[src/rtl/cvxif_offload_tracker_pkg.sv]
// Shared types and default sizing for the CV-X-IF offload tracker.
package cvxif_offload_tracker_pkg;

    localparam int XLEN     = 32;
    localparam int DEPTH    = 4;
    localparam int ID_WIDTH = 3;
    localparam int INSTR_W  = 32;

    typedef logic [ID_WIDTH-1:0] id_t;

    typedef struct packed {
        logic [INSTR_W-1:0] instr;
        logic [2*XLEN-1:0]  rs;
        id_t                id;
    } x_issue_req_t;

    typedef struct packed {
        id_t             id;
        logic [XLEN-1:0] data;
        logic            we;
    } x_result_t;

    typedef struct packed {
        logic            valid;
        id_t             id;
        logic [XLEN-1:0] data;
        logic            we;
        logic            ex;
    } wb_t;

endpackage

[src/rtl/cvxif_offload_tracker_if.sv]
// Issue-side request, X issue/result channels and writeback bundle of the offload tracker.
interface cvxif_offload_tracker_if;
    import cvxif_offload_tracker_pkg::*;

    logic                flush_i;
    logic                req_valid_i;
    logic                req_ready_o;
    logic [INSTR_W-1:0]  req_instr_i;
    logic [XLEN-1:0]     req_rs1_i;
    logic [XLEN-1:0]     req_rs2_i;
    logic [ID_WIDTH-1:0] req_id_i;
    logic                x_issue_valid_o;
    logic                x_issue_ready_i;
    logic                x_issue_accept_i;
    logic [INSTR_W-1:0]  x_issue_instr_o;
    logic [2*XLEN-1:0]   x_issue_rs_o;
    logic [ID_WIDTH-1:0] x_issue_id_o;
    logic                x_result_valid_i;
    logic                x_result_ready_o;
    logic [ID_WIDTH-1:0] x_result_id_i;
    logic [XLEN-1:0]     x_result_data_i;
    logic                x_result_we_i;
    logic                wb_valid_o;
    logic [ID_WIDTH-1:0] wb_id_o;
    logic [XLEN-1:0]     wb_data_o;
    logic                wb_we_o;
    logic                wb_ex_o;
    logic                busy_o;

    modport slave (
        input  flush_i, req_valid_i, req_instr_i, req_rs1_i, req_rs2_i, req_id_i,
               x_issue_ready_i, x_issue_accept_i,
               x_result_valid_i, x_result_id_i, x_result_data_i, x_result_we_i,
        output req_ready_o, x_issue_valid_o, x_issue_instr_o, x_issue_rs_o, x_issue_id_o,
               x_result_ready_o, wb_valid_o, wb_id_o, wb_data_o, wb_we_o, wb_ex_o, busy_o
    );

    modport master (
        output flush_i, req_valid_i, req_instr_i, req_rs1_i, req_rs2_i, req_id_i,
               x_issue_ready_i, x_issue_accept_i,
               x_result_valid_i, x_result_id_i, x_result_data_i, x_result_we_i,
        input  req_ready_o, x_issue_valid_o, x_issue_instr_o, x_issue_rs_o, x_issue_id_o,
               x_result_ready_o, wb_valid_o, wb_id_o, wb_data_o, wb_we_o, wb_ex_o, busy_o
    );

endinterface

[src/rtl/cvxif_offload_tracker_fifo.sv]
// Request queue with a combinational head read so the issue channel sees the head with no latency.
module cvxif_offload_tracker_fifo #(
    parameter int FIFO_DEPTH = 4,
    parameter int DATA_W     = 8
) (
    input  logic                        clk_i,
    input  logic                        rst_i,
    input  logic                        flush_i,
    input  logic                        push_i,
    input  logic [DATA_W-1:0]           data_i,
    input  logic                        pop_i,
    output logic [DATA_W-1:0]           data_o,
    output logic                        empty_o,
    output logic [$clog2(FIFO_DEPTH):0] usage_o
);
    localparam int AW = $clog2(FIFO_DEPTH);

    logic [DATA_W-1:0] r_mem [FIFO_DEPTH];
    logic [AW-1:0]     r_wptr;
    logic [AW-1:0]     r_rptr;
    logic [AW:0]       r_cnt;
    logic              w_full;
    logic              w_push;
    logic              w_pop;

    assign w_full  = (r_cnt == (AW+1)'(FIFO_DEPTH));
    assign empty_o = (r_cnt == '0);
    assign w_push  = push_i && !w_full && !flush_i;
    assign w_pop   = pop_i && !empty_o && !flush_i;
    assign data_o  = r_mem[r_rptr];
    assign usage_o = r_cnt;

    always_ff @(posedge clk_i or posedge rst_i) begin
        if (rst_i) begin
            r_wptr <= '0;
            r_rptr <= '0;
            r_cnt  <= '0;
        end else if (flush_i) begin
            r_wptr <= '0;
            r_rptr <= '0;
            r_cnt  <= '0;
        end else begin
            if (w_push) r_wptr <= r_wptr + 1'b1;
            if (w_pop)  r_rptr <= r_rptr + 1'b1;
            case ({w_push, w_pop})
                2'b10:   r_cnt <= r_cnt + 1'b1;
                2'b01:   r_cnt <= r_cnt - 1'b1;
                default: r_cnt <= r_cnt;
            endcase
        end
    end

    always_ff @(posedge clk_i) begin
        if (w_push) r_mem[r_wptr] <= data_i;
    end

endmodule

[src/rtl/cvxif_offload_tracker.sv]
// Queues offloaded instructions, issues them over CV-X-IF and retires each with exactly one writeback
// (coprocessor result or illegal-instruction exception on rejection).
module cvxif_offload_tracker
    import cvxif_offload_tracker_pkg::*;
#(
    parameter int FIFO_DEPTH = DEPTH
) (
    input  logic                    clk_i,
    input  logic                    rst_i,
    cvxif_offload_tracker_if.slave  bus
);
    localparam int CNT_W   = $clog2(FIFO_DEPTH) + 1;
    localparam int NUM_IDS = 2**ID_WIDTH;
    localparam int SUM_W   = ID_WIDTH + 2;

    x_issue_req_t       w_req;
    x_issue_req_t       w_head;
    x_result_t          w_res;
    wb_t                r_wb;
    logic               w_fifo_empty;
    logic [CNT_W-1:0]   w_fifo_cnt;
    logic [NUM_IDS-1:0] r_busy;
    logic [NUM_IDS-1:0] w_busy_next;
    logic [SUM_W-1:0]   w_busy_cnt;
    logic [SUM_W-1:0]   w_inflight;
    logic               r_rej_full;
    id_t                r_rej_id;
    logic               w_req_ready;
    logic               w_push;
    logic               w_issue_valid;
    logic               w_issue_hs;
    logic               w_set;
    logic               w_rej_load;
    logic               w_res_hit;

    assign w_req = '{instr: bus.req_instr_i, rs: {bus.req_rs2_i, bus.req_rs1_i}, id: bus.req_id_i};
    assign w_res = '{id: bus.x_result_id_i, data: bus.x_result_data_i, we: bus.x_result_we_i};

    always_comb begin
        w_busy_cnt = '0;
        for (int i = 0; i < NUM_IDS; i++) begin
            w_busy_cnt = w_busy_cnt + SUM_W'(r_busy[i]);
        end
    end

    // The pending reject slot is deliberately not counted: it never blocks new requests.
    assign w_inflight  = w_busy_cnt + SUM_W'(w_fifo_cnt);
    assign w_req_ready = !rst_i && !bus.flush_i && (w_inflight < SUM_W'(FIFO_DEPTH));
    assign w_push      = bus.req_valid_i && w_req_ready;

    cvxif_offload_tracker_fifo #(
        .FIFO_DEPTH (FIFO_DEPTH),
        .DATA_W     ($bits(x_issue_req_t))
    ) u_req_fifo (
        .clk_i   (clk_i),
        .rst_i   (rst_i),
        .flush_i (bus.flush_i),
        .push_i  (w_push),
        .data_i  (w_req),
        .pop_i   (w_issue_hs),
        .data_o  (w_head),
        .empty_o (w_fifo_empty),
        .usage_o (w_fifo_cnt)
    );

    // Holding issue while a reject is pending keeps the single reject slot from being overrun.
    assign w_issue_valid = !w_fifo_empty && !r_rej_full;
    assign w_issue_hs    = w_issue_valid && bus.x_issue_ready_i && !bus.flush_i;
    assign w_set         = w_issue_hs && bus.x_issue_accept_i;
    assign w_rej_load    = w_issue_hs && !bus.x_issue_accept_i;
    assign w_res_hit     = bus.x_result_valid_i && r_busy[w_res.id] && !bus.flush_i;

    for (genvar gi = 0; gi < NUM_IDS; gi++) begin : g_busy
        assign w_busy_next[gi] = bus.flush_i                                    ? 1'b0 :
                                 (w_set && (w_head.id == ID_WIDTH'(gi)))        ? 1'b1 :
                                 (w_res_hit && (w_res.id == ID_WIDTH'(gi)))     ? 1'b0 :
                                 r_busy[gi];
    end

    always_ff @(posedge clk_i or posedge rst_i) begin
        if (rst_i) r_busy <= '0;
        else       r_busy <= w_busy_next;
    end

    always_ff @(posedge clk_i or posedge rst_i) begin
        if (rst_i) begin
            r_rej_full <= 1'b0;
            r_rej_id   <= '0;
        end else if (bus.flush_i) begin
            r_rej_full <= 1'b0;
        end else if (w_rej_load) begin
            r_rej_full <= 1'b1;
            r_rej_id   <= w_head.id;
        end else if (r_rej_full && !w_res_hit) begin
            r_rej_full <= 1'b0;
        end
    end

    // A matching result always wins the writeback slot; the reject drains on a later free cycle.
    always_ff @(posedge clk_i or posedge rst_i) begin
        if (rst_i) begin
            r_wb <= '0;
        end else begin
            r_wb.valid <= 1'b0;
            if (!bus.flush_i) begin
                if (w_res_hit) begin
                    r_wb <= '{valid: 1'b1, id: w_res.id, data: w_res.data, we: w_res.we, ex: 1'b0};
                end else if (r_rej_full) begin
                    r_wb <= '{valid: 1'b1, id: r_rej_id, data: '0, we: 1'b0, ex: 1'b1};
                end
            end
        end
    end

    assign bus.req_ready_o      = w_req_ready;
    assign bus.x_issue_valid_o  = w_issue_valid;
    assign bus.x_issue_instr_o  = w_issue_valid ? w_head.instr : '0;
    assign bus.x_issue_rs_o     = w_issue_valid ? w_head.rs    : '0;
    assign bus.x_issue_id_o     = w_issue_valid ? w_head.id    : '0;
    assign bus.x_result_ready_o = 1'b1;
    assign bus.wb_valid_o       = r_wb.valid;
    assign bus.wb_id_o          = r_wb.id;
    assign bus.wb_data_o        = r_wb.data;
    assign bus.wb_we_o          = r_wb.we;
    assign bus.wb_ex_o          = r_wb.ex;
    assign bus.busy_o           = !w_fifo_empty || (w_busy_cnt != '0) || r_rej_full;

endmodule

[src/flat_wrapper.sv]
// flat-port wrapper written by rule: the top's interface ports become plain ports
module cvxif_offload_tracker_flat import cvxif_offload_tracker_pkg::*;
#(
    parameter int FIFO_DEPTH = DEPTH
)
  (clk_i, rst_i, bus_flush_i, bus_req_valid_i, bus_req_instr_i, bus_req_rs1_i, bus_req_rs2_i, bus_req_id_i, bus_x_issue_ready_i, bus_x_issue_accept_i, bus_x_result_valid_i, bus_x_result_id_i, bus_x_result_data_i, bus_x_result_we_i, bus_req_ready_o, bus_x_issue_valid_o, bus_x_issue_instr_o, bus_x_issue_rs_o, bus_x_issue_id_o, bus_x_result_ready_o, bus_wb_valid_o, bus_wb_id_o, bus_wb_data_o, bus_wb_we_o, bus_wb_ex_o, bus_busy_o);
  cvxif_offload_tracker_if bus_i ();
  input  logic clk_i;
  input  logic rst_i;
  input wire logic [$bits(bus_i.flush_i)-1:0] bus_flush_i;
  input wire logic [$bits(bus_i.req_valid_i)-1:0] bus_req_valid_i;
  input wire logic [$bits(bus_i.req_instr_i)-1:0] bus_req_instr_i;
  input wire logic [$bits(bus_i.req_rs1_i)-1:0] bus_req_rs1_i;
  input wire logic [$bits(bus_i.req_rs2_i)-1:0] bus_req_rs2_i;
  input wire logic [$bits(bus_i.req_id_i)-1:0] bus_req_id_i;
  input wire logic [$bits(bus_i.x_issue_ready_i)-1:0] bus_x_issue_ready_i;
  input wire logic [$bits(bus_i.x_issue_accept_i)-1:0] bus_x_issue_accept_i;
  input wire logic [$bits(bus_i.x_result_valid_i)-1:0] bus_x_result_valid_i;
  input wire logic [$bits(bus_i.x_result_id_i)-1:0] bus_x_result_id_i;
  input wire logic [$bits(bus_i.x_result_data_i)-1:0] bus_x_result_data_i;
  input wire logic [$bits(bus_i.x_result_we_i)-1:0] bus_x_result_we_i;
  output wire logic [$bits(bus_i.req_ready_o)-1:0] bus_req_ready_o;
  output wire logic [$bits(bus_i.x_issue_valid_o)-1:0] bus_x_issue_valid_o;
  output wire logic [$bits(bus_i.x_issue_instr_o)-1:0] bus_x_issue_instr_o;
  output wire logic [$bits(bus_i.x_issue_rs_o)-1:0] bus_x_issue_rs_o;
  output wire logic [$bits(bus_i.x_issue_id_o)-1:0] bus_x_issue_id_o;
  output wire logic [$bits(bus_i.x_result_ready_o)-1:0] bus_x_result_ready_o;
  output wire logic [$bits(bus_i.wb_valid_o)-1:0] bus_wb_valid_o;
  output wire logic [$bits(bus_i.wb_id_o)-1:0] bus_wb_id_o;
  output wire logic [$bits(bus_i.wb_data_o)-1:0] bus_wb_data_o;
  output wire logic [$bits(bus_i.wb_we_o)-1:0] bus_wb_we_o;
  output wire logic [$bits(bus_i.wb_ex_o)-1:0] bus_wb_ex_o;
  output wire logic [$bits(bus_i.busy_o)-1:0] bus_busy_o;
  assign bus_i.flush_i = bus_flush_i;
  assign bus_i.req_valid_i = bus_req_valid_i;
  assign bus_i.req_instr_i = bus_req_instr_i;
  assign bus_i.req_rs1_i = bus_req_rs1_i;
  assign bus_i.req_rs2_i = bus_req_rs2_i;
  assign bus_i.req_id_i = bus_req_id_i;
  assign bus_i.x_issue_ready_i = bus_x_issue_ready_i;
  assign bus_i.x_issue_accept_i = bus_x_issue_accept_i;
  assign bus_i.x_result_valid_i = bus_x_result_valid_i;
  assign bus_i.x_result_id_i = bus_x_result_id_i;
  assign bus_i.x_result_data_i = bus_x_result_data_i;
  assign bus_i.x_result_we_i = bus_x_result_we_i;
  assign bus_req_ready_o = bus_i.req_ready_o;
  assign bus_x_issue_valid_o = bus_i.x_issue_valid_o;
  assign bus_x_issue_instr_o = bus_i.x_issue_instr_o;
  assign bus_x_issue_rs_o = bus_i.x_issue_rs_o;
  assign bus_x_issue_id_o = bus_i.x_issue_id_o;
  assign bus_x_result_ready_o = bus_i.x_result_ready_o;
  assign bus_wb_valid_o = bus_i.wb_valid_o;
  assign bus_wb_id_o = bus_i.wb_id_o;
  assign bus_wb_data_o = bus_i.wb_data_o;
  assign bus_wb_we_o = bus_i.wb_we_o;
  assign bus_wb_ex_o = bus_i.wb_ex_o;
  assign bus_busy_o = bus_i.busy_o;
  cvxif_offload_tracker #(.FIFO_DEPTH(FIFO_DEPTH)) u_core (.clk_i(clk_i), .rst_i(rst_i), .bus(bus_i));
endmodule
[config.mk]
export PLATFORM = sky130hd
export DESIGN_NAME = cvxif_offload_tracker_flat
export DESIGN_NICKNAME = d
export VERILOG_FILES = /design/src/rtl/cvxif_offload_tracker_pkg.sv /design/src/rtl/cvxif_offload_tracker_if.sv /design/src/rtl/cvxif_offload_tracker_fifo.sv /design/src/rtl/cvxif_offload_tracker.sv /design/src/flat_wrapper.sv
export SDC_FILE = /design/constraint.sdc
export NUM_CORES = 1
export LEC_CHECK = 0
export ABC_AREA = 1
export ABC_CLOCK_PERIOD_IN_PS = 12330
export BUFFER_PORTS_ARGS = -buffer_cell sky130_fd_sc_hd__buf_2
export CAP_MARGIN = 20
export CORE_MARGIN = 2
export CORE_UTILIZATION = 30
export DETAILED_ROUTE_END_ITERATION = 10
export PLACE_DENSITY = 0.52
export SYNTH_ARGS = -nofsm -noshare
export SYNTH_HDL_FRONTEND = slang
export SYNTH_HIERARCHICAL = 1
export SYNTH_SLANG_ARGS = --single-unit
[constraint.sdc]
create_clock -name clk_i -period 12.33 [get_ports clk_i]
set_clock_uncertainty 0.2 [all_clocks]
set_input_delay 1.233 -clock clk_i [delete_from_list [all_inputs] [get_ports clk_i]]
set_output_delay 1.233 -clock clk_i [all_outputs]
set_load 0.01 [all_outputs]
Word level (Yosys, flattened, before mapping)

Memories as Yosys holds them, arrays and structs flattened.
Index checks and enable logic that the tools add are counted.

Bits in registers: 57
RAM bits: 396
Input bits: 142
Output and inout port bits: 141
Logic and storage cells: 153
Memories: 1

Memories:

| name                    | words | bits a word | read ports | clocked after Yosys merged registers in | wr ports | RTL line                         | source |
|---|---|---|---|---|---|---|---|
| u_core.u_req_fifo.r_mem | 4     | 99          | 1          | 0                                       | 1        | cvxif_offload_tracker_fifo.sv:18 | `logic [DATA_W-1:0] r_mem [FIFO_DEPTH];` |

$add $sub $neg: 12
Order comparisons: 2
Equal/unequal tests: 17
Mux-type cells: 43
Bitwise operators: 1
Reduce and logical (&&, ||, !) cells: 59

Operators with widths:

| cell                                                | count |
|---|---|
| two-way mux 38 bit                                  | 3 |
| two-way mux 64 bit                                  | 1 |
| two-way mux 32 bit                                  | 1 |
| logical AND 1 bit                                   | 31 |
| adder 5 x 1 -> 5 bit                                | 6 |
| two-way mux 1 bit                                   | 30 |
| nonzero test 3 bit                                  | 10 |
| equality test 3 bit, second input constant          | 9 |
| equality test 3 x 2 -> 1 bit, second input constant | 4 |
| zero test 3 bit                                     | 3 |
| two-way mux 2 bit                                   | 4 |
| zero test 1 bit                                     | 7 |
| equality test 3 x 1 -> 1 bit, second input constant | 2 |
| two-way mux 3 bit                                   | 2 |
| one-hot mux 3 bit (2 select lines)                  | 1 |
| nonzero test 2 bit                                  | 3 |
| adder 5 x 3 -> 5 bit                                | 1 |
| < comparator 5 x 3 -> 1 bit, second input constant  | 1 |
| nonzero test 5 bit                                  | 1 |
| adder 2 x 1 -> 2 bit, second input constant         | 2 |
| < comparator 3 x 4 -> 1 bit, second input constant  | 1 |
| AND reduction 2 bit                                 | 2 |
| adder 3 x 1 -> 3 bit, second input constant         | 1 |
| binary-select mux 1 bit (select 3 bit)              | 1 |
| 6 further kinds                                     | 7 |

Longest topological paths before layout

Gate-level depths: netlist (run 1).

Depth in word-level cells: 16
Depth in mapped cells: 23
Mapped depth without buffers: 23

By module

The synthesis (run 1) kept the hierarchy.

By module, submodules not included:

| module                     | times used | cells each | area an instance (um2) | sequential area each (um2) |
|---|---|---|---|---|
| cvxif_offload_tracker_fifo | 1          | 1,023      | 15,174.6               | 12,066.6 |
| cvxif_offload_tracker      | 1          | 512        | 3,350.7                | 1,251.2 |

Worst setup path after synthesis (run 1)

Ideal clock, no wire load.

Path kind: reg-to-reg
Start: reg u_core.r_busy[0]
End: mem u_core/u_req_fifo/r_mem[0][0] (netlist bit) (enable)
Data arrival time: 7.754 ns
Required time: 11.572 ns
Setup slack: 3.818 ns
Cell stages (with the launch flop): 16
Cell sequence: dfrtp_1 inv_1 fa_1 fa_1 fa_1 inv_1 ha_1 fa_1 xnor2_1 inv_1 ha_1 nor2_1 nand2_1 nor3b_1 nand3_2 nor2_1

Cells in the longest elaborated chain, start to end: 15

RTL lines:

| what                                    | RTL line                         | source |
|---|---|---|
| start: declaration                      | cvxif_offload_tracker.sv:22      | `logic [NUM_IDS-1:0] r_busy;` |
| start signal: assignment                | cvxif_offload_tracker.sv:82      | `else r_busy <= w_busy_next;` |
| adder 1 x 1 -> 2 bit                    | cvxif_offload_tracker.sv:42      | `w_busy_cnt = w_busy_cnt + SUM_W'(r_busy[i]);` |
| adder 5 x 1 -> 5 bit (6 in series)      | cvxif_offload_tracker.sv:42      |  |
| adder 5 x 3 -> 5 bit                    | cvxif_offload_tracker.sv:47      | `assign w_inflight = w_busy_cnt + SUM_W'(w_fifo_cnt);` |
| < comparator 5 x 3 -> 1 bit             | cvxif_offload_tracker.sv:48      | `assign w_req_ready = !rst_i && !bus.flush_i && (w_inflight < SUM_W'(FIFO_DEPTH));` |
| logical AND 1 bit                       | cvxif_offload_tracker.sv:48      |  |
| logical AND 1 bit                       | cvxif_offload_tracker.sv:49      | `assign w_push = bus.req_valid_i && w_req_ready;` |
| net u_core.w_push                       | cvxif_offload_tracker.sv:29      | `logic w_push;` |
| logical AND 1 bit (2 in series)         | cvxif_offload_tracker_fifo.sv:28 | `assign w_push = push_i && !w_full && !flush_i;` |
| two-way mux 1 bit                       | cvxif_offload_tracker_fifo.sv:54 | `if (w_push) r_mem[r_wptr] <= data_i;` |
| two-way mux 1 bit (implied by the code) | cvxif_offload_tracker_fifo.sv:54 |  |
| end: declaration                        | cvxif_offload_tracker_fifo.sv:18 |  |

The timed path passes the listed nets, and every way through them passes these cells.

Worst setup path in the final report (run 1)

Start: reg u_core.r_busy[0]
End: mem u_core/u_req_fifo/r_mem[3][42] (netlist bit) (enable)

The elaborated chain is that of the path after synthesis.

==> implementation parameters, run 1 <==
Parameter                              Value

Floorplan
  Number of placement rows ... slightly above 90
  Vertical die dimension ... between 200 and 300 um
  Starting density of the core ... 0.302
  Number of placed I/O pins ... roughly 280
  Floorplan die area ... 63800 sq um
  Die boundary width ... approximately 250 um
  Core region area ... 61400 sq um

Logic synthesis
  Count of cell types in the netlist ... 37
  Cell area after synthesis ... between 15000 and 20000 sq um
  Yosys reg bits ... 453
  Number of flops mapped to enable cells by yosys ... ~400
  Compound-Gate Fraction of Synth Area ... 0.0952
  Simple-gate share of the synthesized area ... 0.112
  Synthesized area per cell ... ~12 sq um
  Number of nets produced by synthesis ... 1691
  Library cell occupying the most area in the post-synthesis netlist ... edfxtp_1
  Fraction of registers with async set or reset after synthesis ... 0.126
  Leading cell types by total area after synthesis ... edfxtp_1 (64%), dfrtp_1 (7.7%), nor2_1 (6.3%)
  Dominant combinational cell family by area after synthesis ... simple AND/OR/NAND/NOR gates
  Multiplexer fraction of the synthesized cell area ... 0.00108
  Area fraction of the dominant cell type after synthesis ... 0.642
  Number of synthesis warnings ... 6
  Synth Area in XOR/XNOR ... 0.000946
  Prevailing post-synth register cell ... edfxtp_1
  Sequential element share of the synthesized area ... 0.719
  Cells after synthesis ... about 1500
  Arithmetic-cell share of the synthesized area counting full adders, half adders and majority gates ... 0.0115

Pwr
  Flop pwr share ... 0.421
  Net Switching ... roughly 0.0013 W
  Combinational Power Share ... 0.225
  Maximum resistive drop on vdd ... ~150 uV
  Overall power ... between 0.004 and 0.005 W
  Static Leakage ... about 9 nW
  Power density of the placed cells ... 191 nW/um^2
  Clock share of power ... 0.354
  Switching share of power ... 0.310
  Int Power ... 0.00294 W

Timing
  Final critical path time including I/O delays and setup ... approximately 6.2 ns
  Max Slew Vio Count ... 0
  Fin Setup TNS ... 0 ns
  Setup violations, final ... 0
  Worst rel slew slack ... 0.302
  Unrepaired setup endpoints after global routing ... false
  Tcrit/Tclk final ... 0.502
  Top achievable clock speed ... roughly 160 MHz
  Final Hold Fails ... 0
  Worst Tran Pin Value ... ~1.0 ns
  Worst-case hold slack ... 0.265 ns

Detailed routing
  Routed wire length per instance ... 18.2 um
  Via-to-Cell Ratio ... 4.66
  Detailed router's first-iteration violation count ... 747
  Drt total wl ... between 40000 and 50000 um
  First-pass DRT Iterations ... 7
  Overall via count from detail_route ... ~12000
  Drt drc ... 0
  Number of nets still failing antenna checks after routing ... 0

Clocking
  CTS tree ... built
  Post-cts gate resize count ... 0
  Total CTS buffers ... between 50 and 60
  Number of hold buffers added after cts ... 0
  CTS Sinks ... roughly 450
  Buffer cell driving the clock tree root ... clkbuf_16
  Clock latency reported for the late side of the worst-skew pair ... about 0.6 ns
  # Post-CTS Setup Buffers ... 0
  Clock Path Buffers ... 3
  H-tree levels ... 2
  Post-CTS clock slew at the launch and capture registers of the worst setup and hold paths ... 0.06 ns

Cells and area
  Net count reported at finish ... between 1500 and 2000
  Area occupied by multi-input gates ... between 4000 and 5000 sq um
  Fill count ... slightly above 6000
  Fraction of final layout cells with drive strength greater than 1 ... 0.219
  Syn-to-layout area delta ... 20.0%
  Finished Cell Area ... 22200 sq um
  Most common library cell in the layout ignoring fill and taps ... edfxtp_1
  Most frequent cells in the layout ... edfxtp_1 (396), nor2_1 (307), buf_2 (281)
  Area taken by flip-flops and latches ... 13300 sq um

Global route
  All-layer global routing usage ... 0.146
  Overall overflow remaining after global route ... 0
  Antenna violations before repair ... 19
  First-pass GRT wire length ... approximately 72000 um
  Pin count of the biggest net entering global routing ... about 130
  Vias in the first global route ... 12300

Status
  Outcome ... completed

Place
  Half-perimeter wire length after detailed placement ... between 20000 and 30000 um
  Final RePlAce weighted congestion ... roughly 0.75
  Count of buffers from port buffering ... around 280
  Placed cell area ... 20500 sq um

Worst setup path
  Worst-path fanout max ... 56
  Data required time at the worst endpoint ... ~12 ns
  Launching element of the worst setup path ... u_core/r_busy[0]
  Number of cells on the worst reg-to-reg path ... 17
  Endpoint of the most critical register-to-register path ... u_core/u_req_fifo/r_mem[3][42]
  CP startpoint kind ... flip-flop
  Register-to-register path setup slack ... around 6.1 ns
  Startpoint of the most critical register-to-register path ... u_core/r_busy[0]
  Category of the most critical setup path ... reg -> reg
  Endpoint type of the worst setup path ... flip-flop
  Worst Path Arrival ... 6.21 ns

Min path
  End point of the most critical hold path ... u_core/bus.wb_data_o[5]
  Count of cells along the worst hold path ... 2
  Path type of the worst min-delay path ... reg -> reg
  Startpoint of the tightest hold check path ... u_core/bus.wb_data_o[5]

Run
  Count of maximum capacitance violations ... 0
-- logic make-up (layout without fill, tap and decap cells) --
group	after synthesis	in the layout
simple gates	501	501
flops	453	453
compound gates	325	325
buf+inv	237	536
fa+ha+maj	14	14
xor+xnor	2	2
mux	2	2
other cells	1	6
-- synth_stat cells, types with 7 or more instances --
cell	count
clkbuf_1	44
edfxtp_1	396
nand2_1	119
nand3_1	14
o22ai_1	99
nor2_1	311
nand2_2	7
buf_6	16
buf_2	25
o21ai_0	201
ha_1	9
dfrtp_1	57
nand4_1	38
o21ai_1	20
inv_1	138
-- worst max-delay path, stage by stage, from the launching register on --
cell and delay (ns):
dfrtp_1 0.34, inv_1 0.07, fa_1 0.56, fa_1 0.43, fa_1 0.50, inv_1 0.05
ha_1 0.20, fa_1 0.38, xnor2_1 0.21, inv_1 0.07, ha_1 0.27, nor2_1 0.10
nand2_1 0.07, nor3b_1 0.39, nand3_2 0.32, nor2_4 0.15, buf_4 0.75, buf_4 0.71
-- area by class of cell --
class	instances	area share
Sequential cell	453	0.600
Antenna cell	5	0.000563
Inverter	144	0.0248
Timing Repair Buffer	296	0.0689
Multi-Input combinational cell	845	0.186
Clock inverter	32	0.0141
Tap cell	790	0.0445
Clock buffer	64	0.0615
-- flip-flops by register name (all words and copies together) (netlist names) --
signal                     cells
u_core/u_req_fifo/r_mem      396
u_core/u_req_fifo/r_wptr       2
u_core/bus.wb_ex_o             1
u_core/bus.wb_id_o             3
u_core/bus.wb_we_o             1
u_core/u_req_fifo/usage_o      3
u_core/bus.wb_data_o          32
u_core/r_busy                  8
u_core/bus.wb_valid_o          1
u_core/r_rej_id                3
u_core/r_rej_full              1
u_core/u_req_fifo/r_rptr       2
-- per-layer routing --
| layer | routed length, um | vias to the layer above | share of wire | GRT usage |
|---|---|---|---|---|
| met3 | 3340 | 85 | 0.070 | 0.0425 |
| met4 | 801 | 26 | 0.017 | 0.0333 |
| met5 | 154 | - | 0.0032 | 0 |
| met2 | 22200 | 320 | 0.46 | 0.244 |
| met1 | 21300 | 5935 | 0.45 | 0.188 |
| li1 | - | 5892 | - | - |
-- per-stage QoR --
| step | util | setup WS [ns] | cells |
|---|---|---|---|
| after floorplan | - | 3.82 | 1535 |
| after global placement | 0.334 | 6.06 | 2527 |
| after detailed placement | 0.334 | 6.08 | 2527 |
| after CTS | 0.362 | 6.03 | 2623 |
| after global routing | 0.362 | 5.79 | 2624 |
| final | 0.362 | 6.14 | 2629 |
-- worst max-delay path by stage --
stage	to	slack, ns	cells after the start
final	u_core/u_req_fifo/r_mem[3][42]	6.14	17
after global routing	u_core/u_req_fifo/r_mem[3][41]	5.79	17
after CTS	u_core/u_req_fifo/r_mem[3][36]	6.03	17
after detailed placement	u_core/u_req_fifo/r_mem[3][37]	6.08	17
after global placement	u_core/u_req_fifo/r_mem[3][56]	6.06	17
after floorplan	u_core/u_req_fifo/r_mem[0][0]	3.82	15
-- power groups by stage --
stage	registers, W	logic [W]	clock network, W
floorplan	0.00183	0.000541	0
global placement	0.00182	0.000970	0
detailed placement	0.00182	0.000973	0
CTS	0.00179	0.000977	0.00155
global route	0.00180	0.00107	0.00161
finish	0.00179	0.000958	0.00151
Power figures use the tool's default switching activity.
==> run 2: changes to the inputs <==
--- a/config.mk
+++ b/config.mk
@@ -5,8 +5,8 @@
 export SDC_FILE = /design/constraint.sdc
 export NUM_CORES = 1
 export LEC_CHECK = 0
-export ABC_AREA = 1
-export ABC_CLOCK_PERIOD_IN_PS = 12330
+export ABC_AREA = 0
+export ABC_CLOCK_PERIOD_IN_PS = 6300
 export BUFFER_PORTS_ARGS = -buffer_cell sky130_fd_sc_hd__buf_2
 export CAP_MARGIN = 20
 export CORE_MARGIN = 2
==> constraint.sdc (replaced) <==
create_clock -name clk_i -period 6.3 [get_ports clk_i]
set_clock_uncertainty 0.2 [all_clocks]
set_input_delay 0.63 -clock clk_i [delete_from_list [all_inputs] [get_ports clk_i]]
set_output_delay 0.63 -clock clk_i [all_outputs]
set_load 0.01 [all_outputs]
==> run 2 against run 1 <==
Net effect: utilization increased by 1.9 points; fmax rose by 10%; highest routed layer unchanged; critical path depth fell by 1; routed wire length down 11%; first-iteration DRC count fell by 21%; sequential share of layout area shrank 1.0 points; via count shrank 21%.
==> implementation parameters, run 2 <==
Parameter                              Value

Timing
  Worst rel slew slack ... 0.352 (+0.0495)
  Tcrit/Tclk final ... 0.890 (+0.388)
  Worst Tran Pin Value ... 0.973 ns (-0.0743 ns)
  Final Hold Fails ... 0 (unchanged)
  Max Slew Vio Count ... 0 (unchanged)
  Top achievable clock speed ... 178 MHz (+10%)
  Fin Setup TNS ... 0 ns (unchanged)
  Unrepaired setup endpoints after global routing ... false
  Setup violations, final ... 0 (unchanged)
  Final critical path time including I/O delays and setup ... 5.61 ns (-0.587 ns)

Min path
  Startpoint of the tightest hold check path ... bus_req_rs1_i[19]
  Path type of the worst min-delay path ... in -> reg

Global route
  Vias in the first global route ... 10200 (-17%)
  Overall overflow remaining after global route ... 0 (unchanged)
  Most Crowded Layer GR ... met2
  Fraction of met2 tracks used by global routing ... 0.211 (-0.0326)
  All-layer global routing usage ... 0.136 (-0.0103)
  Global Route met1 Usage ... 0.190 (+0.00207)
  First-pass GRT wire length ... 64200 um (-11%)
  Pin count of the biggest net entering global routing ... 81 (-35%)
  GR Util met3 ... 0.0380 (-0.00457)
  Antenna violations before repair ... 10 (-9)

Pwr
  Static Leakage ... 8.56 nW (-3.8%)
  Power density of the placed cells ... 293 nW/um^2 (+53%)
  Maximum resistive drop on vdd ... 193 uV (+32%)

Cells and area
  Most common library cell in the layout ignoring fill and taps ... edfxtp_1
  Largest reg by FF count ... u_core/u_req_fifo/r_mem
  Fill count ... 5526 (-9.0%)
  Net count reported at finish ... 1445 (-26%)
  Fraction of final layout cells with drive strength greater than 1 ... 0.377 (+0.158)
  Area taken by flip-flops and latches ... 13300 sq um (unchanged)
  Most frequent cells in the layout ... edfxtp_1 (396), buf_2 (281), mux4_2 (100), and2_1 (100), dfrtp_1 (55)
  Finished Cell Area ... 22600 sq um (+1.7%)
  Largest register FFs ... 396 (unchanged)
  Area occupied by multi-input gates ... 4250 sq um (+2.7%)
  Syn-to-layout area delta ... 25.2%

Logic synthesis
  Cells after synthesis ... 939 (-39%)
  Multiplexer fraction of the synthesized cell area ... 0.149 (+0.148)
  Top cell types by occurrence after synthesis ... edfxtp_1 (396), and2_1 (104), mux4_2 (100), dfrtp_1 (57), inv_1 (54)
  Sequential element share of the synthesized area ... 0.737 (+0.0184)
  Prevailing post-synth register cell ... edfxtp_1
  Yosys reg bits ... 453 (unchanged)
  Simple-gate share of the synthesized area ... 0.0567 (-0.0557)
  Count of cell types in the netlist ... 54 (+46%)
  Cell area after synthesis ... 18100 sq um (-2.5%)
  Number of nets produced by synthesis ... 1095 (-35%)
  Cell with the most instances after synthesis ... edfxtp_1
  Area fraction of the dominant cell type after synthesis ... 0.658 (+0.0164)
  Leading cell types by total area after synthesis ... edfxtp_1 (66%), mux4_2 (12%), dfrtp_1 (7.9%)
  Compound-Gate Fraction of Synth Area ... 0.0145 (-0.0807)
  Number of flops mapped to enable cells by yosys ... 396 (unchanged)
  Library cell occupying the most area in the post-synthesis netlist ... edfxtp_1
  Arithmetic-cell share of the synthesized area counting full adders, half adders and majority gates ... 0.0118 (+0.000293)
  Synthesized area per cell ... 19.2 sq um (+59%)
  Fraction of registers with async set or reset after synthesis ... 0.126 (unchanged)
  Synth Area in XOR/XNOR ... 0.00194 (+0.000994)
  Dominant combinational cell family by area after synthesis ... multiplexers
  Number of synthesis warnings ... 6 (unchanged)

Worst setup path
  Worst-path fanout max ... 24 (-57%)
  Category of the most critical setup path ... reg -> reg
  Worst Path Arrival ... 5.66 ns (-0.55 ns)
  Data required time at the worst endpoint ... 6.35 ns (-5.99 ns)
  Endpoint type of the worst setup path ... flip-flop
  CP startpoint kind ... flip-flop
  Startpoint of the most critical register-to-register path ... u_core/r_busy[0]
  Launching element of the worst setup path ... u_core/r_busy[0]

Clocking
  Buffer cell driving the clock tree root ... clkbuf_16
  Number of hold buffers added after cts ... 41 (+41)
  CTS tree ... built
  Clock latency reported for the late side of the worst-skew pair ... 0.60 ns (about the same)
  # Post-CTS Setup Buffers ... 0 (unchanged)
  Post-cts gate resize count ... 0 (unchanged)
  H-tree levels ... 2 (unchanged)
  Total CTS buffers ... 51 (unchanged)
  CTS Sinks ... 453 (unchanged)
  Post-CTS clock slew at the launch and capture registers of the worst setup and hold paths ... 0.06 ns (about the same)
  Clock Path Buffers ... 3 (unchanged)

Place
  Final RePlAce weighted congestion ... 0.790 (+4.9%)
  Half-perimeter wire length after detailed placement ... 27400 um (-3.2%)
  Placed cell area ... 20500 sq um (-0.15%)
  Count of buffers from port buffering ... 281 (unchanged)

Floorplan
  Core region area ... 59200 sq um (-3.5%)
  Floorplan die area ... 62200 sq um (-2.5%)
  Number of placed I/O pins ... 283 (unchanged)
  Vertical die dimension ... 249 um (-1.2%)
  Starting density of the core ... 0.305 (+0.00305)
  Die boundary width ... 249 um (-1.2%)
  Number of placement rows ... 89 (-2.2%)

Detailed routing
  Overall via count from detail_route ... 9726 (-21%)
  Drt drc ... 0 (unchanged)
  Number of nets still failing antenna checks after routing ... 0 (unchanged)
  Routed wire length per instance ... 20.3 um (+11%)
  Detailed router's first-iteration violation count ... 593 (-21%)
  First-pass DRT Iterations ... 4 (-3)
  Drt total wl ... 42700 um (-11%)
  Via-to-Cell Ratio ... 4.62 (-0.90%)

Run
  Count of maximum capacitance violations ... 0 (unchanged)

Status
  Outcome ... completed
## run 2: cell count changes after synthesis, sizes merged, moves of 7 or more
cell	delta
and2	+104
buf	-15
clkbuf	-28
inv	-90
mux2	+8
mux2i	+33
mux4	+100
nand2	-87
nand2b	+7
nand3	-13
nand4	-37
nor2	-304
o21ai	-214
o22ai	-98
## run 2: metrics by stage
step	total power, W	util	hold slack, ns	worst slack, ns	instances
3_3_place_gp	0.00373	0.345	0.293	0.759	1966
6_report	0.00663	0.382	0.0412	0.694	2105
3_5_place_dp	0.00375	0.346	0.297	0.722	1967
2_1_floorplan	0.00357	-	0.233	0.378	939
4_1_cts	0.00673	0.381	0.000577	0.651	2101
5_1_grt	0.00688	0.382	0.0112	0.388	2102
## run 2: critical path, cell delays in order (launching register included)
cell,delay (ns)
dfrtp_1,0.37
inv_1,0.07
fa_1,0.57
fa_1,0.44
fa_1,0.49
inv_1,0.04
ha_1,0.20
fa_1,0.38
xor2_1,0.22
ha_1,0.27
nor4_1,0.23
and4_1,0.23
and2_1,0.17
inv_1,0.11
nor3_1,0.41
and2_4,0.58
buf_12,0.27
## run 2: layout make-up
cell class              count  share of cell area
flip-flops and latches    453               0.589
diodes                      3            0.000332
repair buffers            347              0.0958
clock buffers              56              0.0573
clock inverters            37              0.0174
multi-input cells         381               0.188
well taps                 773              0.0428
inverters                  55             0.00913
## run 2: cells by family after synthesis
| family | Yosys count |
|---|---|
| other cells | 1 |
| compound gates | 36 |
| buf+inv | 105 |
| mux | 143 |
| simple gates | 183 |
| fa+ha+maj | 14 |
| flops | 453 |
| xor+xnor | 4 |
## run 2: path summary, 6_finish.rpt
kind,endpoint,slack [ns],depth (start not counted)
hold / removal,u_core/u_req_fifo/r_mem[0][22],0.04,1
setup reg to reg,u_core/u_req_fifo/r_mem[2][58],0.69,16
hold reg to reg,u_core/r_rej_id[0],0.30,1
min in group asynchronous,u_core/u_req_fifo/usage_o[1],0.37,3
setup / recovery,u_core/u_req_fifo/r_mem[2][58],0.69,16
max in group asynchronous,u_core/bus.wb_data_o[16],4.96,4
## run 2: where the power goes
part / internal [W] / leakage [nW] / switching (W)
sequential: 0.00334 / 4.29 / 0.0000315
combinational: 0.000149 / 3.46 / 0.000176
clock: 0.00170 / 0.814 / 0.00122
## run 2: layer usage
metal	wire, um	share of wire
met5	92	0.0022
met4	783	0.018
met1	19500	0.46
met2	19600	0.46
met3	2680	0.063
==> run 3: changes to the inputs <==
--- a/config.mk
+++ b/config.mk
@@ -13,6 +13,7 @@
 export CORE_UTILIZATION = 30
 export DETAILED_ROUTE_END_ITERATION = 10
 export PLACE_DENSITY = 0.52
+export REMOVE_ABC_BUFFERS = 1
 export SYNTH_ARGS = -nofsm -noshare
 export SYNTH_HDL_FRONTEND = slang
 export SYNTH_HIERARCHICAL = 1
==> run 3 against run 2 <==
Net effect: sequential cell count stayed put; worst hold slack better by 0.016 ns; first-iteration DRC count is 12% lower; combinational power is 6.4% lower; worst setup slack better by 0.11 ns; critical endpoint is now u_core/u_req_fifo/r_mem[1][63]; largest cell class unchanged; largest power group unchanged.
==> implementation parameters, run 3 (same netlist as run 2, synthesis figures left out) <==
Parameter                              Value

Status
  Outcome ... completed

Worst setup path
  Worst-path fanout max ... 34 (+42%)
  Launching element of the worst setup path ... u_core/r_busy[0]
  Endpoint of the most critical register-to-register path ... u_core/u_req_fifo/r_mem[1][63]
  Number of cells on the worst reg-to-reg path ... 16 (unchanged)
  Category of the most critical setup path ... reg -> reg
  Register-to-register path setup slack ... 0.80 ns (+0.11 ns)
  CP startpoint kind ... flip-flop
  Crit path capture ... u_core/u_req_fifo/r_mem[1][63]
  Endpoint type of the worst setup path ... flip-flop
  Data required time at the worst endpoint ... 6.36 ns (about the same)
  Worst Path Arrival ... 5.56 ns (-0.10 ns)
  Startpoint of the most critical register-to-register path ... u_core/r_busy[0]

Timing
  Final Hold Fails ... 0 (unchanged)
  Max Slew Vio Count ... 0 (unchanged)
  Top achievable clock speed ... 182 MHz (+2.0%)
  Setup violations, final ... 0 (unchanged)
  Worst Tran Pin Value ... 0.898 ns (-0.0745 ns)
  Final critical path time including I/O delays and setup ... 5.50 ns (-0.108 ns)
  Worst rel slew slack ... 0.401 (+0.0497)
  Fin Setup TNS ... 0 ns (unchanged)
  Tcrit/Tclk final ... 0.873 (-0.0172)
  Unrepaired setup endpoints after global routing ... false
  Worst-case hold slack ... 0.0569 ns (+0.0158 ns)

Cells and area
  Syn-to-layout area delta ... 22.7%
  Most common library cell in the layout ignoring fill and taps ... edfxtp_1
  Finished Cell Area ... 22200 sq um (-1.9%)
  Fraction of final layout cells with drive strength greater than 1 ... 0.383 (+0.00602)
  Most frequent cells in the layout ... edfxtp_1 (396), buf_2 (281), mux4_2 (100), and2_1 (100), dfrtp_1 (55)
  Net count reported at finish ... 1400 (-3.1%)
  End-of-flow core utilization ... 0.374 (-0.00739)
  Largest register FFs ... 396 (unchanged)
  Largest reg by FF count ... u_core/u_req_fifo/r_mem
  Fill count ... 5593 (+1.2%)

Clocking
  Total CTS buffers ... 50 (-2.0%)
  H-tree levels ... 2 (unchanged)
  Clock Path Buffers ... 3 (unchanged)
  Buffer cell driving the clock tree root ... clkbuf_16
  Post-CTS clock slew at the launch and capture registers of the worst setup and hold paths ... 0.06 ns (about the same)
  # Post-CTS Setup Buffers ... 0 (unchanged)
  CTS Sinks ... 453 (unchanged)
  Clock latency reported for the late side of the worst-skew pair ... 0.57 ns (-0.03 ns)
  CTS tree ... built

Floorplan
  Core region area ... 59200 sq um (unchanged)
  Number of placed I/O pins ... 283 (unchanged)
  Number of placement rows ... 89 (unchanged)
  Vertical die dimension ... 249 um (unchanged)
  Floorplan die area ... 62200 sq um (unchanged)
  Die boundary width ... 249 um (unchanged)
  Starting density of the core ... 0.305 (unchanged)

Detailed routing
  Via-to-Cell Ratio ... 4.62 (about the same)
  Detailed router's first-iteration violation count ... 524 (-12%)
  Drt total wl ... 41500 um (-2.7%)
  Overall via count from detail_route ... 9505 (-2.3%)
  Number of nets still failing antenna checks after routing ... 0 (unchanged)
  Drt drc ... 0 (unchanged)
  Routed wire length per instance ... 20.2 um (-0.48%)
  First-pass DRT Iterations ... 4 (unchanged)

Global route
  Antenna violations before repair ... 15 (+5)
  Vias in the first global route ... 10100 (-0.47%)
  First-pass GRT wire length ... 63300 um (-1.3%)
  All-layer global routing usage ... 0.134 (-0.00215)
  Pin count of the biggest net entering global routing ... 65 (-20%)
  Overall overflow remaining after global route ... 0 (unchanged)

Pwr
  Power density of the placed cells ... 302 nW/um^2 (+3.0%)
  Maximum resistive drop on vdd ... 186 uV (-3.6%)
  Static Leakage ... 8.36 nW (-2.4%)

Place
  Count of buffers from port buffering ... 281 (unchanged)
  Final RePlAce weighted congestion ... 0.781 (-1.1%)
  Half-perimeter wire length after detailed placement ... 26000 um (-5.1%)
  Placed cell area ... 20400 sq um (-0.31%)

Min path
  Path type of the worst min-delay path ... in -> reg

Run
  Count of maximum capacitance violations ... 0 (unchanged)
run 3: cell types whose count changed in the layout (fill, tap and decap cells not counted), moves of 4 or more:
cell	change
clkbuf_1	+7
clkinv_1	-4
clkinv_2	-6
clkinv_4	-4
dlygate4sd3_1	-40
bufinv_16	+4
run 3: layout make-up:
| type | instances | area [sq um] | area share |
|---|---|---|---|
| sequential | 453 | 13300 | 0.601 |
| antenna | 4 | 10.0 | 0.000451 |
| clock inverter | 28 | 394 | 0.0178 |
| timing repair buffer | 303 | 1720 | 0.0778 |
| multi-input combinational | 381 | 4250 | 0.192 |
| tap | 773 | 967 | 0.0436 |
| clock buffer | 62 | 1300 | 0.0585 |
| inverter | 55 | 206 | 0.00931 |
run 3: how the worst min path moves through the flow:
stage	start	to	slack [ns]	cells past startpoint
floorplan	rst_i	u_core/u_req_fifo/r_rptr[0]	0.23	1
global placement	u_core/r_rej_id[2]	u_core/r_rej_id[2]	0.30	1
detailed placement	u_core/r_rej_id[2]	u_core/r_rej_id[2]	0.29	1
CTS	bus_req_rs2_i[15]	u_core/u_req_fifo/r_mem[3][50]	0.008	1
global route	bus_req_instr_i[20]	u_core/u_req_fifo/r_mem[2][87]	0.03	1
finish	bus_req_rs2_i[29]	u_core/u_req_fifo/r_mem[1][64]	0.06	1
run 3: layer usage:
layer | track usage | share of wire | vias to the layer above
li1 | - | - | 4243
met1 | 0.177 | 0.44 | 4853
met2 | 0.213 | 0.47 | 297
met3 | 0.0398 | 0.071 | 90
met4 | 0.0413 | 0.023 | 22
met5 | 0 | 0.0034 | -
run 3: power by group:
group / internal, W / switching [W] / total, W
Sequential: 0.00334 / 0.0000313 / 0.00337
Clock: 0.00183 / 0.00118 / 0.00301
Combinational: 0.000132 / 0.000173 / 0.000305
Total: 0.00530 / 0.00139 / 0.00669
run 3: metrics by stage:
step / instances / setup slack [ns] / total power [W]
2_1_floorplan: 889 / -0.779 / 0.00357
3_3_place_gp: 1962 / 0.819 / 0.00373
3_5_place_dp: 1962 / 0.758 / 0.00375
4_1_cts: 2053 / 0.728 / 0.00680
5_1_grt: 2056 / 0.433 / 0.00695
6_report: 2059 / 0.802 / 0.00669
run 3: what timing repair did:
item,4_1_cts,5_1_grt
hold buffers,1,0
endpoints found under the setup margin,0,0
hold endpoints to repair,7,0
resized for setup,0,0
run 3: worst max-delay path: stages, from the launching register on:
cell and delay (ns):
dfrtp_1 0.37, inv_1 0.07, fa_1 0.56, fa_1 0.43, fa_1 0.49, inv_1 0.04
ha_1 0.20, fa_1 0.39, xor2_1 0.21, ha_1 0.27, nor4_1 0.27, and4_1 0.27
and2_1 0.16, inv_1 0.09, nor3_1 0.40, and2_4 0.46, buf_12 0.29
